**config.mk**
```make
export PLATFORM = sky130hd
export DESIGN_NAME = iir_inverse_n
export DESIGN_NICKNAME = d
export VERILOG_FILES = /design/src/rtl/fir_pkg.sv /design/src/rtl/sample_history.sv /design/src/rtl/iir_inverse_n.sv
export SDC_FILE = /design/constraint.sdc
export NUM_CORES = 2
export LEC_CHECK = 0
export BUFFER_PORTS_ARGS = -buffer_cell sky130_fd_sc_hd__buf_2
export CORE_AREA = 2 2 213 215
export CTS_CLUSTER_SIZE = 30
export DETAILED_ROUTE_END_ITERATION = 6
export DIE_AREA = 0 0 215 217
export PLACE_DENSITY_LB_ADDON = 0.15
export SETUP_SLACK_MARGIN = 0.3
export SYNTH_ARGS = -nofsm -noshare
export SYNTH_HDL_FRONTEND = slang
export SYNTH_HIERARCHICAL = 1
export SYNTH_SLANG_ARGS = --single-unit
```
**constraint.sdc**
```tcl
create_clock -name clk -period 8.9 [get_ports clk]
set_clock_uncertainty 0.2 [all_clocks]
set_input_delay 1.335 -clock clk [delete_from_list [all_inputs] [get_ports clk]]
set_output_delay 1.335 -clock clk [all_outputs]
set_load 0.05 [all_outputs]
```
**src/rtl/fir_pkg.sv**
```systemverilog
// Shared types and constants for the N-bit FIR filter and its recursive inverse.
package fir_pkg;

    localparam int DEF_N      = 32;
    localparam int DEF_DELAYS = 3;

    typedef enum logic [1:0] {
        IDLE = 2'd0,
        MAC  = 2'd1,
        OUT  = 2'd2
    } state_t;

    // The tap counter has to reach DELAYS itself, not just DELAYS-1
    function automatic int tap_cnt_w(input int delays);
        return $clog2(delays + 1);
    endfunction

endpackage

```
**src/rtl/sample_history.sv**
```systemverilog
// Shift register of past reconstructed samples; hist slot i holds x[n-1-i].
module sample_history
    import fir_pkg::*;
#(
    parameter int N      = DEF_N,
    parameter int DELAYS = DEF_DELAYS
) (
    input  logic                  clk,
    input  logic                  rst,
    input  logic                  shift,
    input  logic [N-1:0]          din,
    output logic [DELAYS*N-1:0]   hist
);

    logic [N-1:0] hist_r [DELAYS];

    // History shift on strobe, cleared by reset
    always_ff @(posedge clk or posedge rst) begin
        if (rst) begin
            for (int i = 0; i < DELAYS; i++) begin
                hist_r[i] <= {N{1'b0}};
            end
        end else if (shift) begin
            hist_r[0] <= din;
            for (int i = 1; i < DELAYS; i++) begin
                hist_r[i] <= hist_r[i-1];
            end
        end else begin
            for (int i = 0; i < DELAYS; i++) begin
                hist_r[i] <= hist_r[i];
            end
        end
    end

    for (genvar g = 0; g < DELAYS; g++) begin : g_flat
        assign hist[g*N +: N] = hist_r[g];
    end

endmodule

```
**src/rtl/iir_inverse_n.sv**
```systemverilog
// Recursive inverse of the monic N-bit FIR: x[n] = y[n] - sum b[k]*x[n-k], mod 2^N.
// Optional macro IIR_INVERSE_TRACE_EN adds a simulation-only print of each (y, x) pair.
module iir_inverse_n
    import fir_pkg::*;
#(
    parameter int DELAYS = DEF_DELAYS,
    parameter int N      = DEF_N
) (
    input  logic                    clk,
    input  logic                    rst,
    input  logic                    ena,
    input  logic [N-1:0]            y_in,
    input  logic                    y_valid,
    output logic                    y_ready,
    input  logic [(DELAYS+1)*N-1:0] b,
    output logic [N-1:0]            x_out,
    output logic                    x_valid
);

    localparam int KW = tap_cnt_w(DELAYS);
    localparam logic [KW-1:0] K_ZERO = KW'(0);
    localparam logic [KW-1:0] K_ONE  = KW'(1);
    localparam logic [KW-1:0] K_LAST = KW'(DELAYS);

    state_t          state_r, state_s;
    logic [KW-1:0]   k_r, k_s;
    logic [N-1:0]    acc_r, acc_s;
    logic [N-1:0]    x_out_s;
    logic            x_valid_s;
    logic            shift_s;

    logic [DELAYS*N-1:0] hist_flat_s;
    logic [N-1:0]        b_tap_s    [DELAYS+1];
    logic [N-1:0]        hist_tap_s [DELAYS];
    logic [KW-1:0]       hist_idx_s;
    logic [2*N-1:0]      prod_s;
    logic [N-1:0]        acc_next_s;

    for (genvar g = 0; g <= DELAYS; g++) begin : g_btap
        assign b_tap_s[g] = b[g*N +: N];
    end
    for (genvar g = 0; g < DELAYS; g++) begin : g_htap
        assign hist_tap_s[g] = hist_flat_s[g*N +: N];
    end

    sample_history #(
        .N      (N),
        .DELAYS (DELAYS)
    ) u_hist (
        .clk   (clk),
        .rst   (rst),
        .shift (shift_s && ena),
        .din   (acc_next_s),
        .hist  (hist_flat_s)
    );

    assign y_ready = (state_r == IDLE) && ena;

    // Single shared multiplier; only the low N bits matter since arithmetic wraps mod 2^N
    always_comb begin
        if (k_r == K_ZERO) begin
            hist_idx_s = K_ZERO;
        end else begin
            hist_idx_s = k_r - K_ONE;
        end
        prod_s     = b_tap_s[k_r] * hist_tap_s[hist_idx_s];
        acc_next_s = acc_r - prod_s[N-1:0];
    end

    // Next-state and datapath update decode
    always_comb begin
        state_s   = state_r;
        k_s       = k_r;
        acc_s     = acc_r;
        x_out_s   = x_out;
        x_valid_s = x_valid;
        shift_s   = 1'b0;
        case (state_r)
            IDLE: begin
                if (y_valid) begin
                    acc_s   = y_in;
                    k_s     = K_ONE;
                    state_s = MAC;
                end else begin
                    state_s = IDLE;
                end
            end
            MAC: begin
                acc_s = acc_next_s;
                if (k_r == K_LAST) begin
                    x_out_s   = acc_next_s;
                    x_valid_s = 1'b1;
                    shift_s   = 1'b1;
                    k_s       = K_ZERO;
                    state_s   = OUT;
                end else begin
                    k_s = k_r + K_ONE;
                end
            end
            OUT: begin
                x_valid_s = 1'b0;
                state_s   = IDLE;
            end
            default: begin
                state_s   = IDLE;
                k_s       = K_ZERO;
                x_valid_s = 1'b0;
            end
        endcase
    end

    // State and output registers; ena low freezes everything, including a pending strobe
    always_ff @(posedge clk or posedge rst) begin
        if (rst) begin
            state_r <= IDLE;
            k_r     <= K_ZERO;
            acc_r   <= {N{1'b0}};
            x_out   <= {N{1'b0}};
            x_valid <= 1'b0;
        end else if (ena) begin
            state_r <= state_s;
            k_r     <= k_s;
            acc_r   <= acc_s;
            x_out   <= x_out_s;
            x_valid <= x_valid_s;
        end else begin
            state_r <= state_r;
            k_r     <= k_r;
            acc_r   <= acc_r;
            x_out   <= x_out;
            x_valid <= x_valid;
        end
    end

`ifdef IIR_INVERSE_TRACE_EN
    logic [N-1:0] y_in_latched;
    logic         trace_seen_r;

    task print_io();
        $display("%d,%d", $signed(y_in_latched), $signed(x_out));
    endtask

    always_ff @(posedge clk or posedge rst) begin
        if (rst) begin
            y_in_latched <= {N{1'b0}};
        end else if (y_ready && y_valid) begin
            y_in_latched <= y_in;
        end else begin
            y_in_latched <= y_in_latched;
        end
    end

    // Print once per strobe, even when ena stretches it
    always @(negedge clk) begin
        if (x_valid && !trace_seen_r) begin
            print_io();
        end
        trace_seen_r <= x_valid;
    end
`endif

endmodule

```
==> Word level (Yosys, flattened, before mapping) <==
Index checks and enable logic that the tools add are counted.
{ "totals": {"register_bits": 165, "input_bits": 164, "out_inout_bits": 34, "word_cells": 52} }
{ "classes": {"add_sub_neg": 3, "multipliers": 1, "n_lt_le_gt_ge": 2, "eq_ne": 5, "n_mux": 19, "bitwise": 4, "reduce_logical": 10} }
{ "ops": {"columns": ["cell", "n"], "rows": [
  ["$mux 32", 5],
  ["$bmux 32 s2", 2],
  ["$pmux 32 s2", 1],
  ["$mul 32x32->32", 1],
  ["$sub 32x32->32", 1],
  ["$reduce_and 3->1", 4],
  ["$mux 2", 4],
  ["$ge 3x3->1 const B", 2],
  ["$not 2->3", 2],
  ["$pmux 2 s3", 1],
  ["$eq 2x2->1 const B", 2],
  ["$logic_not 2->1", 2],
  ["$mux 1", 4],
  ["$ne 2x2->1 const B", 2],
  ["$pmux 2 s2", 1],
  ["$add 2x1->2 const B", 1],
  ["$eq 2x1->1 const B", 1],
  ["$logic_and 1x1->1", 2],
  ["$not 1->1", 2],
  ["$pmux 1 s2", 1],
  ["$reduce_and 2->1", 1],
  ["$reduce_bool 2->1", 1],
  ["$sub 2x1->2 const B", 1]
]} }

==> Longest topological paths before layout <==
{ "logic_depth": {"word_depth": 9, "mapped_depth": 42, "ltp_nobuf": 33} }

==> Hierarchy <==
The synthesis kept the hierarchy.
{ "by_module_without_submodules": {"columns": ["mod", "n_inst", "cells_each", "area_each_um2", "seq_area_each_um2"], "rows": [
  ["iir_inverse_n", 1, 2376, 21275.4, 1726.7],
  ["sample_history", 1, 204, 3768.6, 2402.3]
]} }

==> Worst setup path before layout <==
Ideal clock, no wire load.
{ "synth_timing": {"path_type": "flip-flop to flip-flop", "from": "reg k_r[0]", "to": "reg u_hist.hist_r, in the netlist u_hist/hist[31]", "setup_time_ns": 0.125, "t_arrival_ns": 9.142, "required_ns": 8.575, "path_slack_ns": -0.567, "path_stages_with_launch": 38, "n_path_buf": 9, "synth_period_minus_slack_ns": 9.467, "path_cell_list": "dfrtp_1 -> buf_6 -> buf_6 -> buf_4 -> clkbuf_1 -> inv_1 -> ha_1 -> buf_4 -> nor2b_1 -> buf_2 -> buf_2 -> o2bb2ai_1 -> clkbuf_1 -> buf_1 -> nand2_1 -> fa_1 -> fa_1 -> inv_1 -> [... 2 more ...] -> inv_1 -> fa_1 -> fa_1 -> fa_1 -> inv_1 -> fa_1 -> inv_1 -> ha_1 -> a21o_1 -> a21o_1 -> a21oi_1 -> o211ai_1 -> a31oi_1 -> o2bb2ai_1 -> nor2_1 -> a311oi_1 -> xnor2_2 -> mux2_2"} }
{ "synth_via": {"elab_chain_len": 8, "word_cells_on_any_way": 17, "classes_between": "add/sub: 2; mul: 1; eq/ne: 1; mux: 9; bitwise: 2; reduce/logical: 2"} }
{ "synth_rtl": {"columns": ["item", "line_no", "source"], "rows": [
  ["from (decl)", "iir_inverse_n.sv:26", "logic [KW-1:0] k_r, k_s;"],
  ["from (signal assigned)", "iir_inverse_n.sv:122", "k_r <= k_s;"],
  ["from (signal assigned)", "iir_inverse_n.sv:128", "k_r <= k_r;"],
  ["$sub 2x1->2 or $logic_not 2->1 (tied branches)", "iir_inverse_n.sv:64, iir_inverse_n.sv:61", null],
  ["$mux 2", "iir_inverse_n.sv:61", "if (k_r == K_ZERO) begin"],
  ["$not 2->3 (not written as such)", "iir_inverse_n.sv:66", "prod_s = b_tap_s[k_r] * hist_tap_s[hist_idx_s];"],
  ["$bmux 32 s2", "iir_inverse_n.sv:66", null],
  ["$mux 32 (not written as such) (2 in series)", "iir_inverse_n.sv:66", null],
  ["$mul 32x32->32 (*)", "iir_inverse_n.sv:66", null],
  ["$sub 32x32->32 (*)", "iir_inverse_n.sv:67", "acc_next_s = acc_r - prod_s[N-1:0];"],
  ["net acc_next_s[31]", "iir_inverse_n.sv:37", "logic [N-1:0] acc_next_s;"],
  ["to (signal, indexed assignment)", "sample_history.sv:21", "hist_r[i] <= {N{1'b0}};"],
  ["to (signal, indexed assignment)", "sample_history.sv:26", "hist_r[i] <= hist_r[i-1];"],
  ["to (signal, indexed assignment)", "sample_history.sv:30", "hist_r[i] <= hist_r[i];"],
  ["to (decl)", "sample_history.sv:15", "logic [N-1:0] hist_r [DELAYS];"]
]} }
The timed path passes the listed nets; every way through them passes the cells marked *. The select of a mux whose other input is x is not followed.
A chain may end at the register's enable or synchronous reset.

==> Worst setup path after layout <==
{ "layout_timing": {"from": "in b[106]", "to": "reg x_out[31]"} }
{ "layout_via": {"elab_chain_len": 5} }
{ "layout_rtl": {"columns": ["item", "line_no", "source"], "rows": [
  ["from (decl)", "iir_inverse_n.sv:15", "input logic [(DELAYS+1)*N-1:0] b,"],
  ["$bmux 32 s2", "iir_inverse_n.sv:66", null],
  ["$mux 32 (not written as such) (2 in series)", "iir_inverse_n.sv:66", null],
  ["$mul 32x32->32", "iir_inverse_n.sv:66", null],
  ["$sub 32x32->32", "iir_inverse_n.sv:67", null],
  ["net acc_next_s[31]", "iir_inverse_n.sv:37", null],
  ["to (signal assigned)", "iir_inverse_n.sv:118", "x_out <= {N{1'b0}};"],
  ["to (signal assigned)", "iir_inverse_n.sv:124", "x_out <= x_out_s;"],
  ["to (signal assigned)", "iir_inverse_n.sv:130", "x_out <= x_out;"],
  ["to (decl)", "iir_inverse_n.sv:16", "output logic [N-1:0] x_out,"]
]} }
The timed path passes the listed nets, and every way through them passes these cells. The select of a mux whose other input is x is not followed.

==> metrics <==
Relative slew margins=26.43%; cts bufs inserted=17; vias in the first global route=20.78k; #FFs+latches synth=165; first-pass GRT wire length=123400 µm; crit path launch=b[106]; critical path endpoint category=flop; Ports=198; DRC=0; FF-to-FF Start=k_r[0]; fin crit share=96.34%; sequential-to-total area share from yosys stat=16.49%; worst r2r path cells=29; cts hold-fix bufs=0; H-Tree Depth=4; Synth-to-Final Area Change=17.41%; top_reg_cell synth=dfrtp_1; commonest non-fill, non-tap cells in the layout=536 x inv_1, 429 x fa_1, 381 x nand2_1; total gr overflow=0; Critical Path Fanout Max=6; Initial Util=56.03%; Min Hold Slack=0.2956 ns; clock slew at reported path FFs=0.08 ns; number of flops mapped to enable cells by yosys=0; largest net degree at the start of global routing=63; total track usage=35.60%; Die Wd=215 µm; Setup crit end=x_out[31]; Worst Path Arrival=8.69 ns; cells after synthesis=2580; r2r setup slk=0.43 ns; Hold Vio Cnt, Final=0; Mapped Area=0.02504 mm²; initial antenna violation count=4; Final HPWL DP=65280 µm; mean cell area of the mapped netlist=9.707 µm²; placed insts=3422; CTS sink cnt=165; layout cell share with drive strength beyond 1=24.14%; busiest grt layer=met2; Core Util, Final=65.78%; Startpoint Class=input pin; Syn Nets=3336; RSZ-0062 raised after global routing=true; Crit path required time=9.02 ns; number of cell rows=78; antenna viol nets, final=0; most common cell after layout, fill and taps aside=inv_1; status=complete, no violations; kind of critical path=in2reg; Clk Latency, worst-skew pair=0.44 ns; reg-to-reg endpoint=u_hist/hist[28]; IO buf count=197; Via Count=19.61k; setup TNS=0 ns; die height=217 µm; iteration-0 DRC count of the detailed router=1565; Ys Warns=6; Avg Vias per Cell=5.608; clk buf depth=2; WL/cell=23.37 µm; Pins Over Slew Limit=0; Async SR Flop Fraction=100.0%; Clock Tree Root=clkbuf_16; final std cells w/o fill=3497; Initial DRT Pass Iterations=6; crit path time final=8.575 ns; Worst Tran Pin Value=1.104 ns; synth unique cells=57; TritonCTS clock tree=done; met3 GRT Util=7.086%; hold crit path type=reg2reg; max-cap check violation count=0; number of endpoints failing setup at the final stage=0; Placer Congestion=0.9304; Fmax=0.1166 GHz; Die ar.=0.04666 mm²; Core ar.=0.04470 mm²; met2 usage=57.68%; Routed WL=81740 µm; Final #Nets=3640; met1 Usage GRT=49.30%
critical path, stage by stage:
cell and delay (ns):
buf_2 0.11, mux4_2 0.62, buf_12 0.20, buf_6 0.13
buf_8 0.13, and2_4 0.15, fa_2 0.53, inv_2 0.04
fa_1 0.48, inv_2 0.05, fa_1 0.55, inv_1 0.06
fa_1 0.48, fa_1 0.57, fa_1 0.46, fa_1 0.56
inv_2 0.05, fa_2 0.54, inv_2 0.04, ha_4 0.22
a21oi_4 0.17, nor2b_2 0.07, o31a_1 0.33, a311oi_4 0.40
xnor2_2 0.14, mux2_2 0.28
kinds of logic (layout without fill, tap and decap cells):
group                    count (synthesis)  after routing  synth area share (%)
buffers and inverters                  677            993                 10.81
AND/OR/NAND/NOR                        663            663                 11.26
multiplexers                           201            201                 10.45
flip-flops                             165            165                 16.49
other                                    0              1                     0
XOR/XNOR                                86             86                 3.147
AO/OA/AOI/OAI                          196            196                 4.991
adder cells (fa/ha/maj)                592            592                 42.86
metrics by stage:
| step | area, µm² | setup slack (ns) |
|---|---|---|
| 6_report | 29400 | 0.3254 |
| 5_1_grt | 29400 | 0.1533 |
| 4_1_cts | 28620 | 0.3018 |
| 3_5_place_dp | 27830 | -0.2835 |
| 3_3_place_gp | 27830 | -0.2585 |
| 2_1_floorplan | 25270 | 0.3016 |
registers in the layout, summed over array words and instances (netlist names):
name         count
k_r              2
state_r          2
acc_r           32
x_out           32
u_hist/hist     96
x_valid          1
metal layers:
metal	vias up	share of wire, %
met1	10060	40
met4	2	3.9
met3	168	9.7
met5	-	0.016
met2	956	46
li1	8424	-
synth_stat cells, types with 5 or more instances:
cell / number / share of area [%]
inv_1: 559 / 8.4
fa_1: 443 / 35
nand2_1: 385 / 5.8
dfrtp_1: 165 / 16
ha_1: 149 / 7.4
nor2_1: 141 / 2.1
mux2_2: 85 / 3.8
clkbuf_1: 79 / 1.2
and2_1: 77 / 1.9
xnor2_1: 70 / 2.4
o21ai_0: 52 / 1.0
mux2i_1: 50 / 2.0
a21oi_1: 42 / 0.84
mux2_4: 40 / 2.4
nor2b_1: 27 / 0.67
mux4_2: 23 / 2.1
o22ai_1: 20 / 0.50
a21o_1: 17 / 0.51
buf_2: 17 / 0.34
o2bb2ai_1: 16 / 0.56
xor2_1: 13 / 0.45
nand2b_1: 8 / 0.20
nand3_1: 8 / 0.16
o21a_1: 8 / 0.24
a31oi_1: 7 / 0.17
buf_6: 7 / 0.31
buf_1: 6 / 0.090
or3_1: 6 / 0.15
o21ai_1: 5 / 0.10
layout make-up:
class | count | area (µm²)
multi-input combinational | 1738 | 18720
fill | 3691 | 15290
sequential | 165 | 4131
timing repair buffer | 403 | 3095
inverter | 559 | 2107
tap | 600 | 750.7
clock buffer | 17 | 425.4
clock inverter | 14 | 167.7
antenna | 1 | 2.502
worst min path at each step:
stage,start,to,cells after the start
6_report,x_out[2],x_out[2],2
5_1_grt,x_out[12],x_out[12],1
4_1_cts,x_out[0],x_out[0],2
3_5_place_dp,x_out[0],x_out[0],2
3_3_place_gp,x_out[0],x_out[0],2
2_1_floorplan,state_r[1],x_valid,1
what timing repair did:
action	in CTS	in global routing
setup buffers	5	33
endpoints found under the setup margin	24	24
gates resized for setup	20	96
pin swaps	5	44
cloned	1	4
Power is left out: the tool's default activity adds up to more than one toggle a clock period on the data nets, which glitch-free logic cannot reach.
